$ cat src/rtl/soc_master_arbiter_if.sv
// Request bundle between the SoC masters and one crossbar address channel.
// Modport slave is the arbiter side; modport master is the requesting/driving side.
interface soc_master_arbiter_if #(
    parameter int unsigned NumMst    = 4,
    parameter int unsigned AddrWidth = 64,
    parameter int unsigned IdWidth   = 4
);
    localparam int unsigned IdxW = $clog2(NumMst);

    logic [NumMst-1:0]           mst_valid_i;
    logic [NumMst-1:0]           mst_ready_o;
    logic [NumMst*AddrWidth-1:0] mst_addr_i;
    logic [NumMst*IdWidth-1:0]   mst_id_i;
    logic                        slv_valid_o;
    logic                        slv_ready_i;
    logic [AddrWidth-1:0]        slv_addr_o;
    logic [IdWidth+IdxW-1:0]     slv_id_o;
    logic                        rsp_done_i;
    logic [IdxW-1:0]             rsp_mst_i;
    logic                        busy_o;
    logic                        err_o;

    modport slave (
        input  mst_valid_i, mst_addr_i, mst_id_i, slv_ready_i, rsp_done_i, rsp_mst_i,
        output mst_ready_o, slv_valid_o, slv_addr_o, slv_id_o, busy_o, err_o
    );

    modport master (
        output mst_valid_i, mst_addr_i, mst_id_i, slv_ready_i, rsp_done_i, rsp_mst_i,
        input  mst_ready_o, slv_valid_o, slv_addr_o, slv_id_o, busy_o, err_o
    );
endinterface

$ cat src/rtl/soc_master_arbiter.sv
// Round-robin arbiter with outstanding limits and starvation override; optional SOC_MASTER_ARB_PERF_CNT_EN grant counters.
// Latency: one cycle from mst_valid_i to slv_valid_o; one grant per cycle when slv_ready_i stays high.
// Backpressure: while slv_valid_o && !slv_ready_i the stage holds addr/ID and mst_ready_o stays zero.
module soc_master_arbiter #(
    parameter int unsigned NumMst         = 4,
    parameter int unsigned AddrWidth      = 64,
    parameter int unsigned IdWidth        = 4,
    parameter int unsigned MaxOutstanding = 8,
    parameter int unsigned StarveLimit    = 16
) (
    input logic                 clk_i,
    input logic                 rst_ni,
    soc_master_arbiter_if.slave bus
`ifdef SOC_MASTER_ARB_PERF_CNT_EN
    ,
    input  logic                 perf_clr_i,
    output logic [NumMst*32-1:0] perf_grant_o
`endif
);
    localparam int unsigned IdxW = $clog2(NumMst);
    localparam int unsigned CntW = $clog2(MaxOutstanding + 1);
    localparam int unsigned StvW = $clog2(StarveLimit + 1);

    typedef enum logic {IDLE, HOLD} state_e;

    state_e                  state_q, state_d;
    logic [CntW-1:0]         cnt_q    [NumMst];
    logic [StvW-1:0]         starve_q [NumMst];
    logic [IdxW-1:0]         rr_q;
    logic [AddrWidth-1:0]    addr_q;
    logic [IdxW+IdWidth-1:0] id_q;
    logic                    err_q;

    logic [NumMst-1:0] eligible, starved, inc_v, dec_v, nz_v;
    logic              stage_free, grant, err_hit;
    logic [IdxW-1:0]   winner, idx;

    always_comb begin
        eligible = '0;
        starved  = '0;
        for (int i = 0; i < NumMst; i++) begin
            eligible[i] = bus.mst_valid_i[i] && (cnt_q[i] < CntW'(MaxOutstanding));
            starved[i]  = eligible[i] && (starve_q[i] >= StvW'(StarveLimit));
        end
    end

    // Descending loops so the last hit is the lowest index / nearest to the pointer.
    always_comb begin
        winner = '0;
        idx    = '0;
        if (|starved) begin
            for (int i = NumMst - 1; i >= 0; i--) begin
                if (starved[i]) winner = IdxW'(i);
            end
        end else begin
            for (int k = NumMst - 1; k >= 0; k--) begin
                idx = IdxW'((int'(rr_q) + k) % int'(NumMst));
                if (eligible[idx]) winner = idx;
            end
        end
    end

    assign stage_free = (state_q == IDLE) || bus.slv_ready_i;
    assign grant      = stage_free && (|eligible);

    always_comb begin
        bus.mst_ready_o = '0;
        if (grant) bus.mst_ready_o[winner] = 1'b1;
    end

    always_comb begin
        state_d = state_q;
        if (stage_free) state_d = (|eligible) ? HOLD : IDLE;
    end

    always_ff @(posedge clk_i or negedge rst_ni) begin
        if (!rst_ni) state_q <= IDLE;
        else         state_q <= state_d;
    end

    always_ff @(posedge clk_i or negedge rst_ni) begin
        if (!rst_ni) begin
            addr_q <= '0;
            id_q   <= '0;
            rr_q   <= '0;
        end else if (grant) begin
            addr_q <= bus.mst_addr_i[winner*AddrWidth +: AddrWidth];
            id_q   <= {winner, bus.mst_id_i[winner*IdWidth +: IdWidth]};
            rr_q   <= (winner == IdxW'(NumMst - 1)) ? '0 : winner + 1'b1;
        end
    end

    always_comb begin
        inc_v   = '0;
        dec_v   = '0;
        nz_v    = '0;
        err_hit = 1'b0;
        for (int i = 0; i < NumMst; i++) begin
            inc_v[i] = grant && (winner == IdxW'(i));
            dec_v[i] = bus.rsp_done_i && (bus.rsp_mst_i == IdxW'(i));
            nz_v[i]  = (cnt_q[i] != '0);
            err_hit  = err_hit || (dec_v[i] && !nz_v[i]);
        end
    end

    // A grant and a completion for the same master cancel; a completion at zero only flags err.
    always_ff @(posedge clk_i or negedge rst_ni) begin
        if (!rst_ni) begin
            for (int i = 0; i < NumMst; i++) begin
                cnt_q[i]    <= '0;
                starve_q[i] <= '0;
            end
            err_q <= 1'b0;
        end else begin
            for (int i = 0; i < NumMst; i++) begin
                if (inc_v[i] && !dec_v[i])
                    cnt_q[i] <= cnt_q[i] + 1'b1;
                else if (dec_v[i] && !inc_v[i] && nz_v[i])
                    cnt_q[i] <= cnt_q[i] - 1'b1;

                if (!bus.mst_valid_i[i] || inc_v[i])
                    starve_q[i] <= '0;
                else if (eligible[i] && (starve_q[i] < StvW'(StarveLimit)))
                    starve_q[i] <= starve_q[i] + 1'b1;
            end
            if (err_hit) err_q <= 1'b1;
        end
    end

    assign bus.slv_valid_o = (state_q == HOLD);
    assign bus.slv_addr_o  = addr_q;
    assign bus.slv_id_o    = id_q;
    assign bus.busy_o      = (|nz_v) || (state_q == HOLD);
    assign bus.err_o       = err_q;

`ifdef SOC_MASTER_ARB_PERF_CNT_EN
    logic [31:0] perf_q [NumMst];

    // Clear takes priority over a same-cycle grant.
    always_ff @(posedge clk_i or negedge rst_ni) begin
        if (!rst_ni) begin
            for (int i = 0; i < NumMst; i++) perf_q[i] <= '0;
        end else begin
            for (int i = 0; i < NumMst; i++) begin
                if (perf_clr_i)    perf_q[i] <= '0;
                else if (inc_v[i]) perf_q[i] <= perf_q[i] + 32'd1;
            end
        end
    end

    always_comb begin
        perf_grant_o = '0;
        for (int i = 0; i < NumMst; i++) perf_grant_o[i*32 +: 32] = perf_q[i];
    end
`endif

endmodule

$ cat src/flat_wrapper.sv
// flat-port wrapper written by rule: the top's interface ports become plain ports
module soc_master_arbiter_flat 
#(
    parameter int unsigned NumMst         = 4,
    parameter int unsigned AddrWidth      = 64,
    parameter int unsigned IdWidth        = 4,
    parameter int unsigned MaxOutstanding = 8,
    parameter int unsigned StarveLimit    = 16
)
  (clk_i, rst_ni, bus_mst_valid_i, bus_mst_addr_i, bus_mst_id_i, bus_slv_ready_i, bus_rsp_done_i, bus_rsp_mst_i, bus_mst_ready_o, bus_slv_valid_o, bus_slv_addr_o, bus_slv_id_o, bus_busy_o, bus_err_o);
  soc_master_arbiter_if #(.NumMst(NumMst), .AddrWidth(AddrWidth), .IdWidth(IdWidth)) bus_i ();
  input logic clk_i;
  input logic rst_ni;
  input wire logic [$bits(bus_i.mst_valid_i)-1:0] bus_mst_valid_i;
  input wire logic [$bits(bus_i.mst_addr_i)-1:0] bus_mst_addr_i;
  input wire logic [$bits(bus_i.mst_id_i)-1:0] bus_mst_id_i;
  input wire logic [$bits(bus_i.slv_ready_i)-1:0] bus_slv_ready_i;
  input wire logic [$bits(bus_i.rsp_done_i)-1:0] bus_rsp_done_i;
  input wire logic [$bits(bus_i.rsp_mst_i)-1:0] bus_rsp_mst_i;
  output wire logic [$bits(bus_i.mst_ready_o)-1:0] bus_mst_ready_o;
  output wire logic [$bits(bus_i.slv_valid_o)-1:0] bus_slv_valid_o;
  output wire logic [$bits(bus_i.slv_addr_o)-1:0] bus_slv_addr_o;
  output wire logic [$bits(bus_i.slv_id_o)-1:0] bus_slv_id_o;
  output wire logic [$bits(bus_i.busy_o)-1:0] bus_busy_o;
  output wire logic [$bits(bus_i.err_o)-1:0] bus_err_o;
  assign bus_i.mst_valid_i = bus_mst_valid_i;
  assign bus_i.mst_addr_i = bus_mst_addr_i;
  assign bus_i.mst_id_i = bus_mst_id_i;
  assign bus_i.slv_ready_i = bus_slv_ready_i;
  assign bus_i.rsp_done_i = bus_rsp_done_i;
  assign bus_i.rsp_mst_i = bus_rsp_mst_i;
  assign bus_mst_ready_o = bus_i.mst_ready_o;
  assign bus_slv_valid_o = bus_i.slv_valid_o;
  assign bus_slv_addr_o = bus_i.slv_addr_o;
  assign bus_slv_id_o = bus_i.slv_id_o;
  assign bus_busy_o = bus_i.busy_o;
  assign bus_err_o = bus_i.err_o;
  soc_master_arbiter #(.NumMst(NumMst), .AddrWidth(AddrWidth), .IdWidth(IdWidth), .MaxOutstanding(MaxOutstanding), .StarveLimit(StarveLimit)) u_core (.clk_i(clk_i), .rst_ni(rst_ni), .bus(bus_i));
endmodule
$ cat config.mk
export PLATFORM = sky130hd
export DESIGN_NAME = soc_master_arbiter_flat
export DESIGN_NICKNAME = d
export VERILOG_FILES = /design/src/rtl/soc_master_arbiter_if.sv /design/src/rtl/soc_master_arbiter.sv /design/src/flat_wrapper.sv
export SDC_FILE = /design/constraint.sdc
export NUM_CORES = 1
export LEC_CHECK = 0
export ABC_AREA = 0
export BUFFER_PORTS_ARGS = -buffer_cell sky130_fd_sc_hd__buf_2
export CORE_UTILIZATION = 30
export CTS_BUF_LIST = sky130_fd_sc_hd__clkbuf_4 sky130_fd_sc_hd__clkbuf_8 sky130_fd_sc_hd__clkbuf_16
export CTS_CLUSTER_SIZE = 16
export DETAILED_ROUTE_END_ITERATION = 8
export MAX_ROUTING_LAYER = met4
export SETUP_SLACK_MARGIN = 0.5
export SLEW_MARGIN = 10
export SYNTH_ARGS = -nofsm -noshare
export SYNTH_HDL_FRONTEND = slang
export SYNTH_SLANG_ARGS = --single-unit
export TNS_END_PERCENT = 1
$ cat constraint.sdc
create_clock -name clk_i -period 3.61 [get_ports clk_i]
set_input_delay 0.5415 -clock clk_i [delete_from_list [all_inputs] [get_ports clk_i]]
set_output_delay 0.5415 -clock clk_i [all_outputs]
set_load 0.02 [all_outputs]
==> run summary <==
Final antenna-violating net count = 0
Core area = 0.02129 sq mm
Worst-Skew Late Latency = 0.35 ns
Root Buffer = clkbuf_16
Overall Global Routing Usage = 0.1992
Vias in the first global route = 6515
Final net count = 1422
Rel. slew slack = 0.5189
Worst reg-to-reg path cell count = 12
RSZ-0062 raised after global routing = yes
TritonCTS buffer count = 9
Post-synth EDFFs = 0
Required time worst endpoint = 3.88 ns
Final Hold Vio Count = 0
CTS Sinks = 110
Period minus WS final = 3.023 ns
Final GP Congestion = 0.8364
Synth top area cells = dfrtp_1 42%, nand2_1 13%, a221oi_1 9.1%
First-pass GRT wire length = 33620 microns
Worst-path maximum fanout = 5
Via count = 7023
CTS tree = done
Status = completed
Final core utilization = 0.4313
Initial DRC Count = 290
Setup Skew = 0.01207 ns
Initial Util = 0.3091
Worst hold path class = input pin to asynchronous set/reset pin
Slowest stage delay, CP = 0.51 ns
Area growth from synthesis to layout = 39.56%
Launching point of the worst reg2reg path = u_core.rr_q[0]
Placement Cell Area = 0.008648 sq mm
Fin crit share = 0.8375
Largest net degree at the start of global routing = 81
FF/Latch Area = 0.002758 sq mm
Final instance area = 0.009181 sq mm
Post-synth top flop = dfrtp_1
WL/cell = 16.15 microns
Reg-to-Reg End = u_core.cnt_q[11]
WP buf/inv = 2
Final WL = 22710 microns
Max Cap Violations = 0
Post-synthesis sequential area ratio = 0.4184
Minimum setup slack among reg-to-reg paths = 0.59 ns
Htree depth = 3
Critical setup path kind = flop to flop
DRC violations left = 0
Worst Max-Slew Pin Slew = 0.7151 ns
Maximum root-to-sink buffer count = 2
Leak Pwr = 4.503 nW
CP top delay family = simple AND/OR/NAND/NOR gates
GR Overflow Total = 0
Asr flop ratio synth = 1.000
Crit-path slowest cell = or4b_1
Yosys cell types = 55
Initial antenna violation count = 2
Worst-path clk slew = 0.08 ns
Max Fclk = 330.8 MHz
Worst vdd ir = 0.4562 mV
Fill count = 2200
Area occupied by multi-input gates = 0.003671 sq mm
Power Density = 946.3 mW/mm^2
Critical path arrival = 3.29 ns
Mapped Avg Cell Area = 8.424 sq um
Port bufs = 358
Area leader, netlist = dfrtp_1
Hpwl dp = 16960 microns
Share of post-route cells with drive strength above 1 = 0.3980
Die height = 150.1 microns
I/O pin cnt = 359
Synth top area share = 0.4184
Gate Count Post-Synth = 781
Pre-antenna DRT Iters = 5
Post-Syn Area = 0.006579 sq mm
Die X = 150.1 microns
Standard-cell rows = 53
Count of pins over their slew limit = 0
Crit-path cells = or4b_1, and4b_1, o41ai_4, buf_6, nand2_4, nor3b_4, inv_1, ha_1, a21o_1, a21oi_2, mux2i_1, xnor2_1
Final Setup Violations = 0
Syn Nets = 1080
Die Area = 0.02253 sq mm
Critical path startpoint category = flop
Fin Setup TNS = 0 ns
CP endpoint kind = flop
Tot Pwr = 0.008688 W
Flop and latch count out of synthesis = 110
Routed vias/inst = 4.995
Synth warn = 0
## area by class of cell
cell class                      count  share of cell area
Timing Repair Buffer              387              0.2239
Inverter                            8            0.003271
Sequential cell                   110              0.3004
Clock buffer                       12             0.02835
Tap cell                          275             0.03748
Multi-Input combinational cell    607              0.3998
Antenna cell                        3           0.0008177
Clock inverter                      4            0.005996
## worst register-to-register path, cell delays in order, from the launching register on
cell	delay (ns)
dfrtp_2	0.42
or4b_1	0.51
and4b_1	0.24
o41ai_4	0.22
buf_6	0.18
nand2_4	0.07
nor3b_4	0.23
inv_1	0.11
ha_1	0.29
a21o_1	0.19
a21oi_2	0.14
mux2i_1	0.22
xnor2_1	0.13
## through the flow
stage	hold WS (ns)	setup slack [ns]	instances
finish	0.1956	0.5868	1406
global placement	0.4577	0.2956	1374
global route	0.2475	0.4466	1405
detailed placement	0.4648	0.2343	1374
floorplan	0.2459	0.4289	781
CTS	0.2142	0.4523	1393
## logic make-up after synthesis
kind of cell    share of synthesized area
compound gates                     0.2400
xor+xnor                          0.03062
simple gates                       0.2029
flops                              0.4184
buf+inv                           0.04812
mux                               0.02301
fa+ha+maj                         0.03690
## registers in the layout, indices dropped and copies added (netlist names)
register / cells
u_core.bus.slv_valid_o: 1
u_core.bus.err_o: 1
u_core.cnt_q: 16
u_core.bus.slv_id_o: 6
u_core.starve_q: 20
u_core.rr_q: 2
u_core.bus.slv_addr_o: 64
## cells in the final DEF (no fill, tap or decap), drive strengths merged, types with 8 or more instances in the layout
cell      n
nand2   231
buf     387
xor2     14
a221oi   68
inv       8
xnor2     9
dfrtp   110
o21ai    79
nand2b    9
clkbuf   12
a21oi    79
ha       13
nor2     28
mux2      9
## timing repair
item,in CTS,in global routing
buffers inserted,3,10
pin swaps,2,8
endpoints found under the setup margin,78,77
hold buffers,0,0
resized for setup,6,19
gates cloned,0,0
## metal layers
metal / track usage / wire length (microns) / vias up
met5: - / 0 / -
met4: 0.08131 / 584 / 0
met3: 0.03598 / 1459 / 32
met2: 0.3178 / 10950 / 275
met1: 0.2482 / 9720 / 3241
li1: - / - / 3475
## synthesized netlist by cell type, drive strengths merged, types with 3 or more instances
| cell type | count |
|---|---|
| a21o | 4 |
| fa | 4 |
| a221oi | 68 |
| dfrtp | 110 |
| a41oi | 3 |
| nor2 | 28 |
| o21ai | 79 |
| xor2 | 14 |
| nand2b | 9 |
| a21oi | 79 |
| clkbuf | 28 |
| nand2 | 231 |
| ha | 13 |
| xnor2 | 9 |
| nor3b | 6 |
| mux2i | 5 |
| inv | 8 |
| buf | 28 |
| nor2b | 6 |
| nor4 | 5 |
| nand4 | 6 |
| mux2 | 9 |
## where the power goes
group	switching, W	leakage, nW	internal, W
clock network	0.000466	0.152	0.000588
registers	0.000354	1.38	0.00177
logic	0.00343	2.97	0.00208
## worst max-delay path by stage
| stage | start | end | cells past startpoint |
|---|---|---|---|
| final | u_core.rr_q[0] | u_core.cnt_q[11] | 12 |
| after global routing | u_core.cnt_q[15] | u_core.cnt_q[11] | 12 |
| after CTS | u_core.rr_q[0] | u_core.cnt_q[11] | 12 |
| after global placement | bus_mst_valid_i[0] | u_core.cnt_q[11] | 12 |
| after detailed placement | bus_mst_valid_i[0] | u_core.cnt_q[11] | 12 |
| after floorplan | bus_mst_valid_i[0] | u_core.cnt_q[7] | 12 |
Note: power is estimated with default switching activity, not from simulation.
